==> src/rtl/grf_mp_pkg.sv <==
// Shared constants for the multi-port register file and the pipeline hazard unit.
// Defaults for geometry plus the ZERO_REG / BYPASS enable encodings.
package grf_mp_pkg;
  localparam int DEF_DATA_W = 32;
  localparam int DEF_ADDR_W = 5;
  localparam int DEF_NUM_RD = 2;
  localparam int DEF_NUM_WR = 2;

  localparam bit ZERO_REG_ON  = 1'b1;
  localparam bit ZERO_REG_OFF = 1'b0;
  localparam bit BYPASS_ON    = 1'b1;
  localparam bit BYPASS_OFF   = 1'b0;
endpackage

==> src/rtl/grf_wr_arb.sv <==
// Resolves all write ports against one register address: hit flag plus winning data.
// Purely combinational; the highest-numbered matching port wins, address 0 never hits under ZERO_REG.
module grf_wr_arb
  import grf_mp_pkg::*;
#(
  parameter int NUM_WR   = DEF_NUM_WR,
  parameter int ADDR_W   = DEF_ADDR_W,
  parameter int DATA_W   = DEF_DATA_W,
  parameter bit ZERO_REG = ZERO_REG_ON
) (
  input  logic [NUM_WR-1:0]        i_wr_en,
  input  logic [NUM_WR*ADDR_W-1:0] i_wr_addr,
  input  logic [NUM_WR*DATA_W-1:0] i_wr_data,
  input  logic [ADDR_W-1:0]        i_addr,
  output logic                     o_hit,
  output logic [DATA_W-1:0]        o_data
);
  always_comb begin
    o_hit  = 1'b0;
    o_data = '0;
    // Ascending scan so a later match overwrites an earlier one.
    for (int j = 0; j < NUM_WR; j++) begin
      if (i_wr_en[j] && (i_wr_addr[j*ADDR_W +: ADDR_W] == i_addr)) begin
        o_hit  = 1'b1;
        o_data = i_wr_data[j*DATA_W +: DATA_W];
      end
    end
    if (ZERO_REG && (i_addr == '0)) begin
      o_hit  = 1'b0;
      o_data = '0;
    end
  end
endmodule

==> src/rtl/grf_mp.sv <==
// Multi-port register file with write-to-read bypass and a per-register pending scoreboard.
// Reads are combinational; writes and scoreboard updates land on the rising edge.
module grf_mp
  import grf_mp_pkg::*;
#(
  parameter int DATA_W   = DEF_DATA_W,
  parameter int ADDR_W   = DEF_ADDR_W,
  parameter int NUM_RD   = DEF_NUM_RD,
  parameter int NUM_WR   = DEF_NUM_WR,
  parameter bit BYPASS   = BYPASS_ON,
  parameter bit ZERO_REG = ZERO_REG_ON
) (
  input  logic                     clk,
  input  logic                     reset,
  input  logic [NUM_RD*ADDR_W-1:0] rd_addr,
  output logic [NUM_RD*DATA_W-1:0] rd_data,
  output logic [NUM_RD-1:0]        rd_pending,
  input  logic [NUM_WR-1:0]        wr_en,
  input  logic [NUM_WR*ADDR_W-1:0] wr_addr,
  input  logic [NUM_WR*DATA_W-1:0] wr_data,
  input  logic                     pend_set,
  input  logic [ADDR_W-1:0]        pend_addr,
  output logic [ADDR_W:0]          pend_count
);
  localparam int DEPTH = 2 ** ADDR_W;

  logic [DATA_W-1:0] r_regs [DEPTH];
  logic [DEPTH-1:0]  r_pend;
  logic [ADDR_W:0]   r_pend_count;

  logic [DEPTH-1:0]  w_wr_hit;
  logic [DATA_W-1:0] w_wr_dat [DEPTH];
  logic [DEPTH-1:0]  w_pend_nxt;
  logic [ADDR_W:0]   w_pend_cnt_nxt;

  // One resolver per storage location drives the update enables.
  for (genvar a = 0; a < DEPTH; a++) begin : g_store_arb
    grf_wr_arb #(
      .NUM_WR  (NUM_WR),
      .ADDR_W  (ADDR_W),
      .DATA_W  (DATA_W),
      .ZERO_REG(ZERO_REG)
    ) u_arb (
      .i_wr_en  (wr_en),
      .i_wr_addr(wr_addr),
      .i_wr_data(wr_data),
      .i_addr   (ADDR_W'(a)),
      .o_hit    (w_wr_hit[a]),
      .o_data   (w_wr_dat[a])
    );
  end

  // Set is applied after clear so a newer producer issued this cycle keeps the register pending.
  always_comb begin
    w_pend_nxt     = r_pend;
    w_pend_cnt_nxt = '0;
    for (int a = 0; a < DEPTH; a++) begin
      if (w_wr_hit[a]) begin
        w_pend_nxt[a] = 1'b0;
      end
      if (pend_set && (pend_addr == ADDR_W'(a)) && !(ZERO_REG && (a == 0))) begin
        w_pend_nxt[a] = 1'b1;
      end
      w_pend_cnt_nxt = w_pend_cnt_nxt + (ADDR_W + 1)'(w_pend_nxt[a]);
    end
  end

  always_ff @(posedge clk or posedge reset) begin
    if (reset) begin
      for (int a = 0; a < DEPTH; a++) begin
        r_regs[a] <= '0;
      end
      r_pend       <= '0;
      r_pend_count <= '0;
    end else begin
      for (int a = 0; a < DEPTH; a++) begin
        if (w_wr_hit[a]) begin
          r_regs[a] <= w_wr_dat[a];
        end
      end
      r_pend       <= w_pend_nxt;
      r_pend_count <= w_pend_cnt_nxt;
    end
  end

  assign pend_count = r_pend_count;

  for (genvar k = 0; k < NUM_RD; k++) begin : g_rd
    logic [ADDR_W-1:0] w_raddr;
    logic              w_byp_hit;
    logic [DATA_W-1:0] w_byp_dat;
    logic              w_fwd;
    logic [DATA_W-1:0] w_stored;

    assign w_raddr = rd_addr[k*ADDR_W +: ADDR_W];

    grf_wr_arb #(
      .NUM_WR  (NUM_WR),
      .ADDR_W  (ADDR_W),
      .DATA_W  (DATA_W),
      .ZERO_REG(ZERO_REG)
    ) u_byp_arb (
      .i_wr_en  (wr_en),
      .i_wr_addr(wr_addr),
      .i_wr_data(wr_data),
      .i_addr   (w_raddr),
      .o_hit    (w_byp_hit),
      .o_data   (w_byp_dat)
    );

    // Forwarding is suppressed during reset so every address reads 0 while it is held.
    assign w_fwd    = BYPASS && w_byp_hit && !reset;
    assign w_stored = (ZERO_REG && (w_raddr == '0)) ? '0 : r_regs[w_raddr];

    assign rd_data[k*DATA_W +: DATA_W] = w_fwd ? w_byp_dat : w_stored;
    assign rd_pending[k]               = r_pend[w_raddr] && !w_fwd;
  end
endmodule

==> config.mk <==
export PLATFORM = sky130hd
export DESIGN_NAME = grf_mp
export DESIGN_NICKNAME = d
export VERILOG_FILES = /design/src/rtl/grf_mp_pkg.sv /design/src/rtl/grf_wr_arb.sv /design/src/rtl/grf_mp.sv
export SDC_FILE = /design/constraint.sdc
export NUM_CORES = 2
export LEC_CHECK = 0
export BUFFER_PORTS_ARGS = -buffer_cell sky130_fd_sc_hd__buf_4
export CORE_UTILIZATION = 55
export CTS_CLUSTER_DIAMETER = 200
export CTS_CLUSTER_SIZE = 16
export DETAILED_ROUTE_END_ITERATION = 10
export PLACE_DENSITY = 0.71
export REMOVE_ABC_BUFFERS = 1
export SLEW_MARGIN = 20
export SYNTH_ARGS = -nofsm -noshare
export SYNTH_HDL_FRONTEND = slang
export SYNTH_HIERARCHICAL = 1
export SYNTH_SLANG_ARGS = --single-unit
==> constraint.sdc <==
create_clock -name clk -period 100.1 [get_ports clk]
set_input_delay 25.025 -clock clk [delete_from_list [all_inputs] [get_ports clk]]
set_output_delay 25.025 -clock clk [all_outputs]
set_load 0.01 [all_outputs]
## Yosys cells after proc, flatten, opt, wreduce, memory -nomap -nowiden

Index checks and enable logic that the tools add are counted.
W data, S select, Z words.

- Bitwise operators: 2
- Multipliers: 0
- Equality and inequality tests: 97
- Magnitude comparators: 4
- Div/mod/pow operators: 0
- Shift-type cells: 0
- Add/subtract/negate cells: 30
- Muxes and demuxes: 212
- Reduce and logical (&&, ||, !) cells: 106

Operators with widths:

| kind | count |
|---|---|
| $mux W32 | 76 |
| $bmux W32 S5 | 2 |
| $eq A5 B5 Y1 const B | 48 |
| $add A6 B1 Y6 | 25 |
| $mux W1 | 132 |
| $eq A5 B4 Y1 const B | 24 |
| $logic_and A1 B1 Y1 | 101 |
| $eq A5 B3 Y1 const B | 12 |
| $eq A5 B2 Y1 const B | 6 |
| $eq A5 B5 Y1 | 4 |
| $eq A5 B1 Y1 const B | 3 |
| $ge A6 B6 Y1 const B | 2 |
| $lt A5 B6 Y1 const B | 2 |
| $not A5 Y6 | 2 |
| $bmux W1 S5 | 2 |
| $logic_not A5 Y1 | 2 |
| $add A5 B1 Y6 | 1 |
| $add A4 B1 Y5 | 1 |
| $add A3 B1 Y4 | 1 |
| $add A2 B1 Y3 | 1 |
| $logic_not A1 Y1 | 3 |
| $add A1 B1 Y2 | 1 |

- Memory bits (writable): 0
- Word-level logic and storage cells: 484
- Bits in read-only memories: 0
- Memories: 0
- Bits in latches: 0
- Bits in registers: 1029
- Output and inout port bits: 72

## Longest topological paths before layout

- Word-level depth: 36
- Mapped depth: 22
- Depth with buffers taken out: 20

## By module

The synthesis kept the hierarchy.

By module, submodules not included:

| module | times used | area each (µm²) | cells each |
|---|---|---|---|
| grf_mp | 1 | 57606.5 | 3754 |
| grf_wr_arb | 34 | 520.5 | 63 |

## Worst setup path after synthesis

Ideal clock, no wire load.

- Path kind: in2out
- From: in wr_addr[3]
- To: out rd_data[0]
- Slack: 48131 ps
- Stages: 11
- Data required time: 75075 ps
- Buffers on the path: 2
- Data arrival time: 26944 ps
- Path through: xnor2_1 nand4_1 o22ai_1 and2_1 nor2b_1 clkbuf_1 nor2_1 clkbuf_1 o211ai_1 nand4_1 a311oi_1

- Word-level cells in the longest chain between the ends: 7

Ends and longest elaborated chain:

| element | RTL line | RTL |
|---|---|---|
| start: declaration | grf_mp.sv:19 | `input logic [NUM_WR*ADDR_W-1:0] wr_addr,` |
| $eq A5 B5 Y1 | grf_wr_arb.sv:23 | `if (i_wr_en[j] && (i_wr_addr[j*ADDR_W +: ADDR_W] == i_addr)) begin` |
| $logic_and A1 B1 Y1 | grf_wr_arb.sv:23 |  |
| $mux W1 (2 in series) | grf_wr_arb.sv:23 |  |
| $mux W1 | grf_wr_arb.sv:28 | `if (ZERO_REG && (i_addr == '0)) begin` |
| net g_rd[0].w_byp_hit | grf_mp.sv:90 | `logic w_byp_hit;` |
| $logic_and A1 B1 Y1 | grf_mp.sv:112 | `assign w_fwd = BYPASS && w_byp_hit && !reset;` |
| $mux W32 | grf_mp.sv:115 | `assign rd_data[k*DATA_W +: DATA_W] = w_fwd ? w_byp_dat : w_stored;` |
| end: declaration | grf_mp.sv:16 | `output logic [NUM_RD*DATA_W-1:0] rd_data,` |

The timed path passes the listed nets, and every way through them passes these cells.

## Worst setup path after layout

- From: in rd_addr[1]
- To: out rd_data[30]

- Word-level cells in the longest chain between the ends: 7

Ends and longest elaborated chain:

| element | RTL line | RTL |
|---|---|---|
| start: declaration | grf_mp.sv:15 | `input logic [NUM_RD*ADDR_W-1:0] rd_addr,` |
| $eq A5 B5 Y1 | grf_wr_arb.sv:23 |  |
| $logic_and A1 B1 Y1 | grf_wr_arb.sv:23 |  |
| $mux W1 (2 in series) | grf_wr_arb.sv:23 |  |
| $mux W1 * | grf_wr_arb.sv:28 |  |
| net g_rd[0].w_byp_hit | grf_mp.sv:90 |  |
| $logic_and A1 B1 Y1 * | grf_mp.sv:112 |  |
| $mux W32 * | grf_mp.sv:115 |  |

The timed path passes the listed nets; every way through them passes the cells marked *. The select of a mux whose other input is x is not followed.

==> results.yml <==
status:
  status: "finished with violations"
  violations: "max-slew violations"
detailed_routing:
  route.detailed.drc: 0
  wl_per_cell_um: 38.9
  vias: 63700
  drt_wl_total_um: 314000
  final_antenna_net_count: 0
  drt_first_pass_iters: 7
  drt_iter0_drc: 10200
  post_drt_via_cell_ratio: 7.89
min_path:
  hold_path.class: "reg2reg"
critical_path:
  crit_top_cell: "buf_4"
  crit_type: "in2out"
  cpPeakStageDelay_ps: 940
  crit_path_end_kind: "output port"
  startpoint_type: "input pin"
  critPathRequiredTime_ps: 75070
  arrival_ps: 30220
  slowest_stage: "a311oi_1"
  crit_chain: "buf_4 -> buf_4 -> xnor2_1 -> nand4_1 -> o22ai_1 -> and2_1 -> nor2b_4 -> buf_4 -> or3_1 -> buf_4 -> nand4_1 -> a311oi_1 -> buf_4"
  cp_max_fo: 37
logic_synthesis:
  async_reset_ff_share_pct: 100
  syn_inst: 5896
  synth.most_common_cell: "dfrtp_1"
  synth_seq_cells: 1062
  synth_edf_count: 0
  yosysTopAreaCell: "dfrtp_1"
  ys_seq_area_share_pct: 35.3
  yosys-top-cells-area: "dfrtp_1 35%, mux4_2 17%, mux2_2 15%, a22o_1 12%, xnor2_1 4.0%"
  synthTopCellsByCount: "1062 x dfrtp_1, 1026 x mux2_2, 989 x a22o_1"
  synth_top_cell_area_share_pct: 35.3
  syn-cell-area_um2: 75300
  ys.flop_type: "dfrtp_1"
  yosys_warnings: 6
  yosysUniqueCellTypes: 49
  syn_avg_cell_area_um2: 12.8
clock_network:
  clk_path_buf_depth: 3
  clk_pin_slew_ps: 70
  cts-root-buf: "clkbuf_16"
  cts_hold_buffers: 0
  clk_latency_ps: 710
  postCtsSetupRepairBufs: 0
  clock_tree.htree_level_count: 3
  post_cts_resize_count: 0
  tritoncts: "yes"
  cts_sinks: 1062
  cts_buffers: 76
grt:
  grt_remaining_overflow: 0
  antenna_found_initial: 24
  grt_pass1_wl_um: 447000
  grt_pass1_vias: 62700
  grt_start_max_net_pins: 121
  track_usage_pct: 45.1
pwr:
  vdd_drop_max_mv: 0.0816
  p_leak_uw: 0.0353
  fin_total_pwr_uw: 1250
  p_per_area_nw_per_um2: 15.3
sta:
  hold_viol: 0
  period_needed_ps: 55250
  max_freq_ghz: 0.0181
  rsz0062_at_grt: "no"
  slew_headroom_pct: -503
  worst_pin_slew_ps: 8970
  setup_viol: 0
  layout_setup_ws_ps: 44850
  drv_slew: 98
  tns_ps: 0
  skew_ps: 6.58
  hold_slack_ps: 528
  period_share_pct: 55.2
final_layout:
  n_fill_cell: 10800
  drive_above_1_share_pct: 34.5
  register_area_um2: 26600
  multi_input_area_um2: 47500
  syn_to_final_growth_pct: 8.24
  nets: 6397
floorplan:
  die_y_um: 372
  start_util_pct: 55.5
  dieArea_um2: 138000
  rows: 135
  ios: 166
  fp.coreArea_um2: 136000
  die_width_um: 372
placement:
  pre_cts_ws_ps: 45540
  dp_hpwl_um: 180000
  io_buffers: 165
  routabilityCongestion: 0.981
job:
  cap_viol_max_count: 0
## cell type report
class / count / share of cell area [%]
Antenna cell: 21 / 0.0645
Clock buffer: 80 / 2.46
Sequential cell: 1062 / 32.6
Inverter: 106 / 0.504
Multi-Input combinational cell: 4673 / 58.2
Tap cell: 1781 / 2.73
Clock inverter: 4 / 0.0691
Timing Repair Buffer: 353 / 3.34
## stage by stage
step / utilization [%] / instance area [µm²] / cells
floorplan: - / 74200 / 5841
global placement: 58.5 / 79400 / 7975
detailed placement: 58.5 / 79400 / 7975
CTS: 60.1 / 81500 / 8059
global route: 60.1 / 81500 / 8061
finish: 60.1 / 81500 / 8080
## kinds of logic (layout without fill, tap and decap cells)
family | Yosys count | count (layout) | synth area share, %
other cells | 2 | 501 | 0.00997
buf+inv | 639 | 543 | 4.41
flops | 1062 | 1062 | 35.3
xor+xnor | 343 | 343 | 3.99
mux | 1743 | 1743 | 34.2
compound gates | 1464 | 1464 | 17.1
fa+ha+maj | 31 | 31 | 0.754
simple gates | 612 | 612 | 4.26
## flip-flops by register name, summed over array words and instances (netlist names)
register,flops
pend_count,6
r_regs,1024
r_pend,32
## power breakdown
part           total, µW  switching (µW)  internal (µW)
Sequential           474            17.1            457
Clock                311             169            142
Combinational        465             261            204
## critical path, delay by kind of cell
| family | cells | cell delay (ps) |
|---|---|---|
| AND/OR/NAND/NOR | 5 | 1470 |
| buffers and inverters | 5 | 2280 |
| AO/OA/AOI/OAI | 2 | 1140 |
| XOR/XNOR | 1 | 190 |
## layer usage
metal | part of all wire [%] | vias to the layer above | track usage [%]
met5 | 0.075 | - | 0.874
met4 | 9.0 | 12 | 33.5
met3 | 16 | 1650 | 20.8
met2 | 41 | 5880 | 62.7
met1 | 33 | 32400 | 54.5
li1 | - | 23800 | -
## final timing paths
path	start	endpoint	slack [ps]	cells after the start
max	rd_addr[1]	rd_data[30]	44850	13
min	r_regs[366]	r_regs[366]	530	1
max reg2reg	r_pend[27]	pend_count[4]	95040	17
min reg2reg	r_regs[366]	r_regs[366]	530	1
max in group asynchronous	reset	r_regs[351]	71440	6
min in group asynchronous	reset	r_regs[157]	24590	2
## placed cells by master (no fill, tap or decap), types with 99 or more instances in the layout
master / synthesis / routed
mux2i_1: 156 / 156
nand2_1: 138 / 138
mux4_2: 561 / 561
mux2_2: 1026 / 1026
a22o_1: 989 / 989
inv_1: 105 / 103
buf_4: 45 / 345
nor2_1: 135 / 133
dfrtp_1: 1062 / 1062
xnor2_1: 343 / 343
a32o_1: 102 / 102
o22ai_1: 99 / 99
conb_1: 2 / 480
Note: power is estimated with default switching activity, not from simulation.
